--- src/rtl/adc_slice_capture.sv ---
// adc_slice_capture: emulator-side consumer of one stochastic ADC slice.
// Detects rising edges of the slice's clk_adder (sampled as data on emu_clk),
// converts the sign/magnitude sample to two's complement, tags it with a
// running index and queues it in a small first-word-fall-through FIFO.
// Optional feature macro: ADC_CAPTURE_STATS_EN builds the saturating drop counter;
// without it drop_count is tied to zero.
module adc_slice_capture #(
  parameter int Nadc  = 8,
  parameter int DEPTH = 4,
  parameter int SKIP  = 2,
  parameter int Nidx  = 16
) (
  input  logic                   emu_clk,
  input  logic                   emu_rst,
  input  logic                   clk_adder,
  input  logic                   en_sync,
  input  logic                   sign_in,
  input  logic [Nadc-1:0]        mag_in,
  output logic [Nadc:0]          out_data,
  output logic [Nidx-1:0]        out_index,
  output logic                   out_valid,
  input  logic                   out_ready,
  output logic [$clog2(DEPTH):0] fifo_level,
  output logic                   ovf,
  input  logic                   clear_ovf,
  output logic [Nidx-1:0]        drop_count
);

  localparam int AW = $clog2(DEPTH);
  // Skip counter needs at least one bit even when SKIP is 0 or 1.
  localparam int SW = (SKIP < 2) ? 1 : $clog2(SKIP + 1);

  typedef enum logic [1:0] {S_IDLE, S_ALIGN, S_RUN} state_t;

  state_t          r_state;
  logic            r_clk_adder_d;
  logic [SW-1:0]   r_skip_cnt;
  logic [Nidx-1:0] r_index;
  logic [Nadc:0]   r_mem_data  [DEPTH];
  logic [Nidx-1:0] r_mem_index [DEPTH];
  logic [AW-1:0]   r_wr_ptr;
  logic [AW-1:0]   r_rd_ptr;
  logic [AW:0]     r_level;
  logic [Nadc:0]   r_hold_data;
  logic [Nidx-1:0] r_hold_index;
  logic            r_ovf;

  logic            w_rise;
  logic            w_skip_done;
  logic            w_push_req;
  logic            w_full;
  logic            w_pop;
  logic            w_push;
  logic            w_drop;
  logic [Nadc:0]   w_mag_ext;
  logic [Nadc:0]   w_sample;

  assign w_rise      = clk_adder & ~r_clk_adder_d;
  assign w_mag_ext   = {1'b0, mag_in};
  // Negating a zero magnitude yields zero, so both signs of 0 map to 0.
  assign w_sample    = sign_in ? w_mag_ext : ((Nadc+1)'(0) - w_mag_ext);
  assign w_skip_done = (({1'b0, r_skip_cnt} + (SW+1)'(1)) == (SW+1)'(SKIP));
  // A rise in the same cycle that en_sync drops is ignored.
  assign w_push_req  = (r_state == S_RUN) & en_sync & w_rise;

  assign w_full      = (r_level == (AW+1)'(DEPTH));
  assign out_valid   = (r_level != '0);
  assign w_pop       = out_valid & out_ready;
  // A full FIFO still accepts a push when the head leaves in the same cycle.
  assign w_push      = w_push_req & (~w_full | w_pop);
  assign w_drop      = w_push_req & w_full & ~w_pop;

  // Head of the FIFO when non-empty, otherwise the most recently popped sample.
  assign out_data    = out_valid ? r_mem_data[r_rd_ptr]  : r_hold_data;
  assign out_index   = out_valid ? r_mem_index[r_rd_ptr] : r_hold_index;
  assign fifo_level  = r_level;
  assign ovf         = r_ovf;

  // Slice synchronisation FSM, clk_adder edge history and running sample index.
  always_ff @(posedge emu_clk) begin
    if (emu_rst) begin
      r_state       <= S_IDLE;
      r_clk_adder_d <= 1'b0;
      r_skip_cnt    <= '0;
      r_index       <= '0;
    end else begin
      r_clk_adder_d <= clk_adder;
      case (r_state)
        S_IDLE: begin
          r_skip_cnt <= '0;
          if (en_sync) begin
            r_index <= '0;
            r_state <= (SKIP == 0) ? S_RUN : S_ALIGN;
          end
        end
        S_ALIGN: begin
          if (!en_sync) begin
            r_state <= S_IDLE;
          end else if (w_rise) begin
            // The rise that completes the settling count is itself discarded.
            if (w_skip_done) begin
              r_state <= S_RUN;
              r_index <= '0;
            end else begin
              r_skip_cnt <= r_skip_cnt + SW'(1);
            end
          end
        end
        S_RUN: begin
          if (!en_sync) begin
            r_state <= S_IDLE;
          end else if (w_rise) begin
            // Index advances on every capture, including dropped ones.
            r_index <= r_index + Nidx'(1);
          end
        end
        default: r_state <= S_IDLE;
      endcase
    end
  end

  // FIFO storage: only the tail entry is written, contents need no reset.
  always_ff @(posedge emu_clk) begin
    if (w_push) begin
      r_mem_data[r_wr_ptr]  <= w_sample;
      r_mem_index[r_wr_ptr] <= r_index;
    end
  end

  // FIFO pointers, occupancy and the hold register for the last popped sample.
  always_ff @(posedge emu_clk) begin
    if (emu_rst) begin
      r_wr_ptr     <= '0;
      r_rd_ptr     <= '0;
      r_level      <= '0;
      r_hold_data  <= '0;
      r_hold_index <= '0;
    end else begin
      if (w_push) begin
        r_wr_ptr <= r_wr_ptr + AW'(1);
      end
      if (w_pop) begin
        r_rd_ptr     <= r_rd_ptr + AW'(1);
        r_hold_data  <= r_mem_data[r_rd_ptr];
        r_hold_index <= r_mem_index[r_rd_ptr];
      end
      r_level <= r_level + (AW+1)'(w_push) - (AW+1)'(w_pop);
    end
  end

  // Sticky overflow flag; a drop in the clearing cycle keeps it set.
  always_ff @(posedge emu_clk) begin
    if (emu_rst) begin
      r_ovf <= 1'b0;
    end else if (w_drop) begin
      r_ovf <= 1'b1;
    end else if (clear_ovf) begin
      r_ovf <= 1'b0;
    end
  end

`ifdef ADC_CAPTURE_STATS_EN
  logic [Nidx-1:0] r_drop_count;

  // Saturating drop counter; clearing and dropping together leaves a count of one.
  always_ff @(posedge emu_clk) begin
    if (emu_rst) begin
      r_drop_count <= '0;
    end else if (clear_ovf) begin
      r_drop_count <= w_drop ? Nidx'(1) : '0;
    end else if (w_drop && (r_drop_count != '1)) begin
      r_drop_count <= r_drop_count + Nidx'(1);
    end
  end

  assign drop_count = r_drop_count;
`else
  assign drop_count = '0;
`endif

endmodule

--- config.mk ---
export PLATFORM = sky130hd
export DESIGN_NAME = adc_slice_capture
export DESIGN_NICKNAME = d
export VERILOG_FILES = /design/src/rtl/adc_slice_capture.sv
export SDC_FILE = /design/constraint.sdc
export NUM_CORES = 1
export LEC_CHECK = 0
export ABC_AREA = 1
export CAP_MARGIN = 10
export CORE_ASPECT_RATIO = 2
export CORE_MARGIN = 2
export CORE_UTILIZATION = 52
export DETAILED_ROUTE_END_ITERATION = 6
export PLACE_DENSITY = 0.76
export SYNTH_ARGS = -nofsm -noshare
export SYNTH_HDL_FRONTEND = slang
export SYNTH_SLANG_ARGS = --single-unit
--- constraint.sdc ---
create_clock -name emu_clk -period 2.3 [get_ports emu_clk]
set_clock_uncertainty 0.2 [all_clocks]
set_input_delay 0.23 -clock emu_clk [delete_from_list [all_inputs] [get_ports emu_clk]]
set_output_delay 0.23 -clock emu_clk [all_outputs]
set_load 0.01 [all_outputs]
Word-level counts from Yosys, hierarchy flattened
Memories as Yosys holds them, arrays and structs flattened. A register that Yosys moved wholly into a read port is not among the register bits.
Cells that the tools add are included.
{"block": "word_totals", "ff_bits": 54, "latch_bits": 0, "ram_bits": 100, "mem_bits_ro": 0, "input_bits": 15, "output_inout_bits": 46, "elab_cells": 81, "memories": 2}
{"block": "op_classes", "addsub": 8, "multipliers": 0, "n_div": 0, "n_lt_le_gt_ge": 0, "n_eq_ne": 14, "shift": 0, "mux": 28, "bitwise_logic": 11, "n_reduce_logical": 8}
{"name": "r_mem_index", "words": 4, "width": 16, "rd": 1, "rd_ports_with_merged_regs": 1, "wr": 1, "line": "40", "rtl": "logic [Nidx-1:0] r_mem_index [DEPTH];"}
{"name": "r_mem_data", "words": 4, "width": 9, "rd": 1, "rd_ports_with_merged_regs": 1, "wr": 1, "line": "39", "rtl": "logic [Nadc:0] r_mem_data [DEPTH];"}
{"op": "16-bit two-way mux", "n": 7}
{"op": "16-bit one-hot mux with 3 select lines", "n": 1}
{"op": "2-bit two-way mux", "n": 12}
{"op": "9-bit two-way mux", "n": 2}
{"op": "16-bit by 1-bit adder with 16-bit output, second input constant", "n": 1}
{"op": "2-bit != test, second input constant", "n": 8}
{"op": "1-bit by 8-bit subtractor with 9-bit output, first input constant", "n": 1}
{"op": "4-bit AND reduction", "n": 2}
{"op": "1-bit AND", "n": 7}
{"op": "7-bit AND reduction", "n": 1}
{"op": "2-bit by 1-bit adder with 2-bit output, second input constant", "n": 3}
{"op": "3-bit != test, second input constant", "n": 2}
{"op": "2-bit one-hot mux with 3 select lines", "n": 1}
{"op": "3-bit nonzero test", "n": 2}
{"op": "1-bit two-way mux", "n": 4}
{"op": "2-bit one-hot mux with 2 select lines", "n": 1}
{"op": "2-bit nonzero test", "n": 2}
{"op": "2-bit by 1-bit adder with 3-bit output, second input constant", "n": 1}
{"op": "3-bit by 1-bit adder with 3-bit output", "n": 1}
{"op": "3-bit by 2-bit == test with 1-bit output, second input constant", "n": 1}
{"op": "3-bit == test, second input constant", "n": 1}
{"op": "1-bit inverter", "n": 3}
{"op": "3-bit by 1-bit subtractor with 3-bit output", "n": 1}
{"op": "2-bit by 1-bit == test with 1-bit output, second input constant", "n": 1}
{"op": "other kinds (3)", "n": 3}

Longest topological paths before layout
{"block": "depth", "ltp_word": 6, "mapped_depth": 13, "ltp_nobuf": 13}

Worst setup path after synthesis
OpenSTA, ideal clock, no wires.
{"block": "synth_path", "path_type": "register to register", "start": "register r_level[1] (netlist: fifo_level[1])", "end": "memory r_mem_data[0][0] in the netlist's numbering, enable pin", "setup_time_ns": 0.407, "arrival_ns": 1.975, "t_required_ns": 1.693, "setup_slack_ns": -0.282, "path_stages_with_launch": 7, "n_path_buf": 0, "synth_period_minus_slack_ns": 2.582, "path_cell_list": "dfxtp_1 -> inv_1 -> nand2_1 -> inv_1 -> nand3_1 -> nand2_1 -> nor2_1"}
{"block": "synth_via", "elab_chain_len": 6, "word_cells_on_any_way": 8, "cone_classes": "eq/ne (1); mux (2); bitwise (4); reduce/logical (1)"}
{"item": "start: declaration", "line": "43", "rtl": "logic [AW:0] r_level;"}
{"item": "start signal: assignment", "line": "147", "rtl": "r_level <= r_level + (AW+1)'(w_push) - (AW+1)'(w_pop);"}
{"item": "3-bit nonzero test / 3-bit == test (equally long branches)", "line": "67, 66"}
{"item": "1-bit AND / 1-bit inverter (equally long branches)", "line": "68, 70"}
{"item": "1-bit OR (*)", "line": "70", "rtl": "assign w_push = w_push_req & (~w_full | w_pop);"}
{"item": "1-bit AND (*)", "line": "70"}
{"item": "1-bit two-way mux (*)", "line": "124", "rtl": "if (w_push) begin"}
{"item": "1-bit two-way mux (implied by the code) (*)", "line": "125", "rtl": "r_mem_data[r_wr_ptr] <= w_sample;"}
{"item": "end: declaration", "line": "39"}
Every way passes the cells marked *; elsewhere a longest branch is shown, timed or not.

==> metrics.md <==
| Metric | Value |
|---|---|
| Status | finished, final reports clean |
| Post-DP HPWL | 9970 um |
| Share of the synthesized area in the top cell type | 0.448 |
| Xor and xnor area share after synthesis | 0.00784 |
| Synth Area in Adders | 0.0198 |
| Vias in the first global route | 5496 |
| Total Power | 8.97 mW |
| Synth Flop Type | edfxtp_1 |
| Num ports | 61 |
| #FFs+latches synth | 156 |
| Vias post-DR | 5254 |
| Worst Tran Pin Value | 574 ps |
| Crit path buffers/inverters | 3 |
| Synth Area in Compound Gates | 0.155 |
| Pin count of the biggest net entering global routing | 55 |
| Ant. Diodes | 0 |
| Yosys Warn Count | 0 |
| Die footprint | 0.0139 mm2 |
| Crit path time final | 2280 ps |
| Fraction of the mapped netlist area in simple logic gates | 0.135 |
| H-tree depth | 4 |
| Final period util | 0.991 |
| Rows | 58 |
| CTS buffer count | 17 |
| CTS sink cnt | 156 |
| Largest family of logic cells by synthesized area | compound AO/OA/AOI/OAI gates |
| # setup viols final | 0 |
| Synthesized area per cell | 9.95 um2 |
| Synth area leader | edfxtp_1 |
| Core Box Area | 0.0126 mm2 |
| CP top delay family | buffers and inverters |
| Netlist cell types | 35 |
| Fin. max-slew vios | 0 |
| PnR worst setup slack | 19.6 ps |
| TritonCTS clock tree | built |
| First-pass GRT wire length | 26200 um |
| Peak supply drop | 0.651 mV |
| DR pass1 iterations | 5 |
| Synth top area cells | edfxtp_1 45%, dfxtp_1 17%, o21ai_0 6.8% |
| Ratio of cells with drive above 1 in the final layout | 0.184 |
| Final hold vios | 0 |
| Die W | 84.3 um |
| Total Wirelength | 16700 um |
| RSZ-0062 raised after global routing | yes |
| Final layout net count | 774 |
| Die extent in y | 165 um |
| DR iter-0 viols | 406 |
| Critical path data arrival time | 1850 ps |
| Port bufs | 44 |
| Area delta synth->final | 23.1% |
| Leak | 3.18 nW |
| Clock transition at path regs | 60 ps |
| Synth cell count leaders | 100 x edfxtp_1, 100 x nor2_1, 91 x o21ai_0, 81 x nand2_1, 56 x dfxtp_1 |
| Worst Hold Class | reg -> reg |
| GRT Util Overall | 0.248 |
| Max_slew headroom | 0.613 |
| Root buffer cell | clkbuf_16 |
| Syn Inst Count | 674 |
| Total grt overflow | 0 |
| ANT nets after route | 0 |
| EDFF count, synth | 100 |
| # DRC | 0 |
| Avg WL per Cell | 18.3 um |
| Max Freq | 0.439 GHz |
| Post-CTS Hold Buffers | 0 |
| Max cap viols | 0 |
| Initial antenna violation count | 0 |
| Multiplexer share of the synthesized area | 0 |
| Cell area after synthesis | 0.00670 mm2 |
| Cell breakdown of the critical path | buf_4 > bufbuf_16 > o21ai_0 > o22a_1 > o21ai_1 > buf_2 |
| Register area share after synthesis | 0.615 |
| Clk buf depth | 2 |
| Vias per cell | 5.76 |
| CP startpoint kind | flop |
| Clk_lat worst skew | 420 ps |
| Crit end category | output pin |
| CP max stage delay | 380 ps |
| PD cells | 1090 mW/mm2 |
| Worst Path Required | 1870 ps |
| Critical-path top delay cell | dfxtp_4 |
| TNS Setup | 0 ps |
| Place WS | -282 ps |
| CP Max Fanout | 12 |
| Synth async-reset ratio | 0 |
| Kind of critical path | reg -> out |
| Initial Util | 0.534 |
| GP Congestion | 0.858 |
## what timing repair did
item | CTS | global route
pin swaps | 2 | 10
cloned | 4 | 0
endpoints found under the setup margin | 26 | 25
setup buffers | 4 | 8
resized for setup | 75 | 59
## worst paths after layout
path	from	to	slack (ps)	depth (start not counted)
worst max-delay path	flop	out_data[8]	20	6
worst min-delay path	r_rd_ptr[1]	flop	300	2
worst max register to register	fifo_level[1]	fifo_level[2]	70	13
worst min register to register	r_rd_ptr[1]	flop	300	2
## layer usage
metal  track usage  vias up  wire, um
met1         0.241     2519      5770
met2         0.463      246      9420
li1              -     2434         -
met5             0        -         0
met4         0.169        0       640
met3        0.0455       55       867
## cell families after synthesis
group / Yosys count
other: 1
XOR/XNOR: 6
AND/OR/NAND/NOR: 215
buffers and inverters: 99
flip-flops: 156
AO/OA/AOI/OAI: 187
adder cells (fa/ha/maj): 10
## layout by cell type, fill, tap and decap left out, types with 3 or more instances in the layout
cell	n
a21oi_1	43
buf_12	9
buf_16	4
buf_2	12
buf_4	24
buf_6	3
clkbuf_16	17
clkbuf_2	12
clkdlybuf4s50_1	18
clkinv_2	3
clkinvlp_4	4
conb_1	16
dfxtp_1	52
edfxtp_1	100
ha_1	7
inv_1	43
inv_2	9
nand2_1	79
nand2_2	5
nand2_4	4
nand3_1	14
nor2_1	95
nor2_2	6
nor3_1	4
o21ai_0	83
o21ai_1	27
o21ai_2	6
o22a_1	25
xor2_1	4
## sequential cells by signal (all words and copies together) (netlist names), named ones only
name	cells
r_rd_ptr	2
r_skip_cnt	2
r_hold_index	16
r_hold_data	9
ovf	1
r_mem_data	36
r_mem_index	64
r_wr_ptr	2
r_index	16
fifo_level	3
r_clk_adder_d	1
r_state	2
## per-stage QoR
step	hold slack [ps]	util	std cells	area (um2)
3_3_place_gp	247	0.595	864	7470
4_1_cts	246	0.649	904	8150
3_5_place_dp	273	0.595	864	7470
5_1_grt	305	0.657	912	8250
2_1_floorplan	89.3	-	689	6770
6_report	296	0.657	912	8250
## where the power goes
part | total [mW] | internal [mW] | switching [mW] | leakage, nW
Sequential | 3.32 | 3.18 | 0.142 | 1.48
Combinational | 2.96 | 1.28 | 1.68 | 1.43
Clock | 2.69 | 1.61 | 1.08 | 0.267
Total | 8.97 | 6.07 | 2.90 | 3.18
## area by class of cell
type,instances,area [um2]
Clock inverter,12,121
Multi-Input combinational cell,434,2280
Timing Repair Buffer,86,876
Clock buffer,20,447
Sequential cell,156,4130
Tap cell,150,188
Fill cell,911,4300
Inverter,54,208
## tightest hold or removal path, cell delays in order, from the launching register on
cell and delay (ps):
dfxtp_1 300, inv_1 70, a21oi_1 80
No activity file was read; power rests on OpenSTA's default activity.
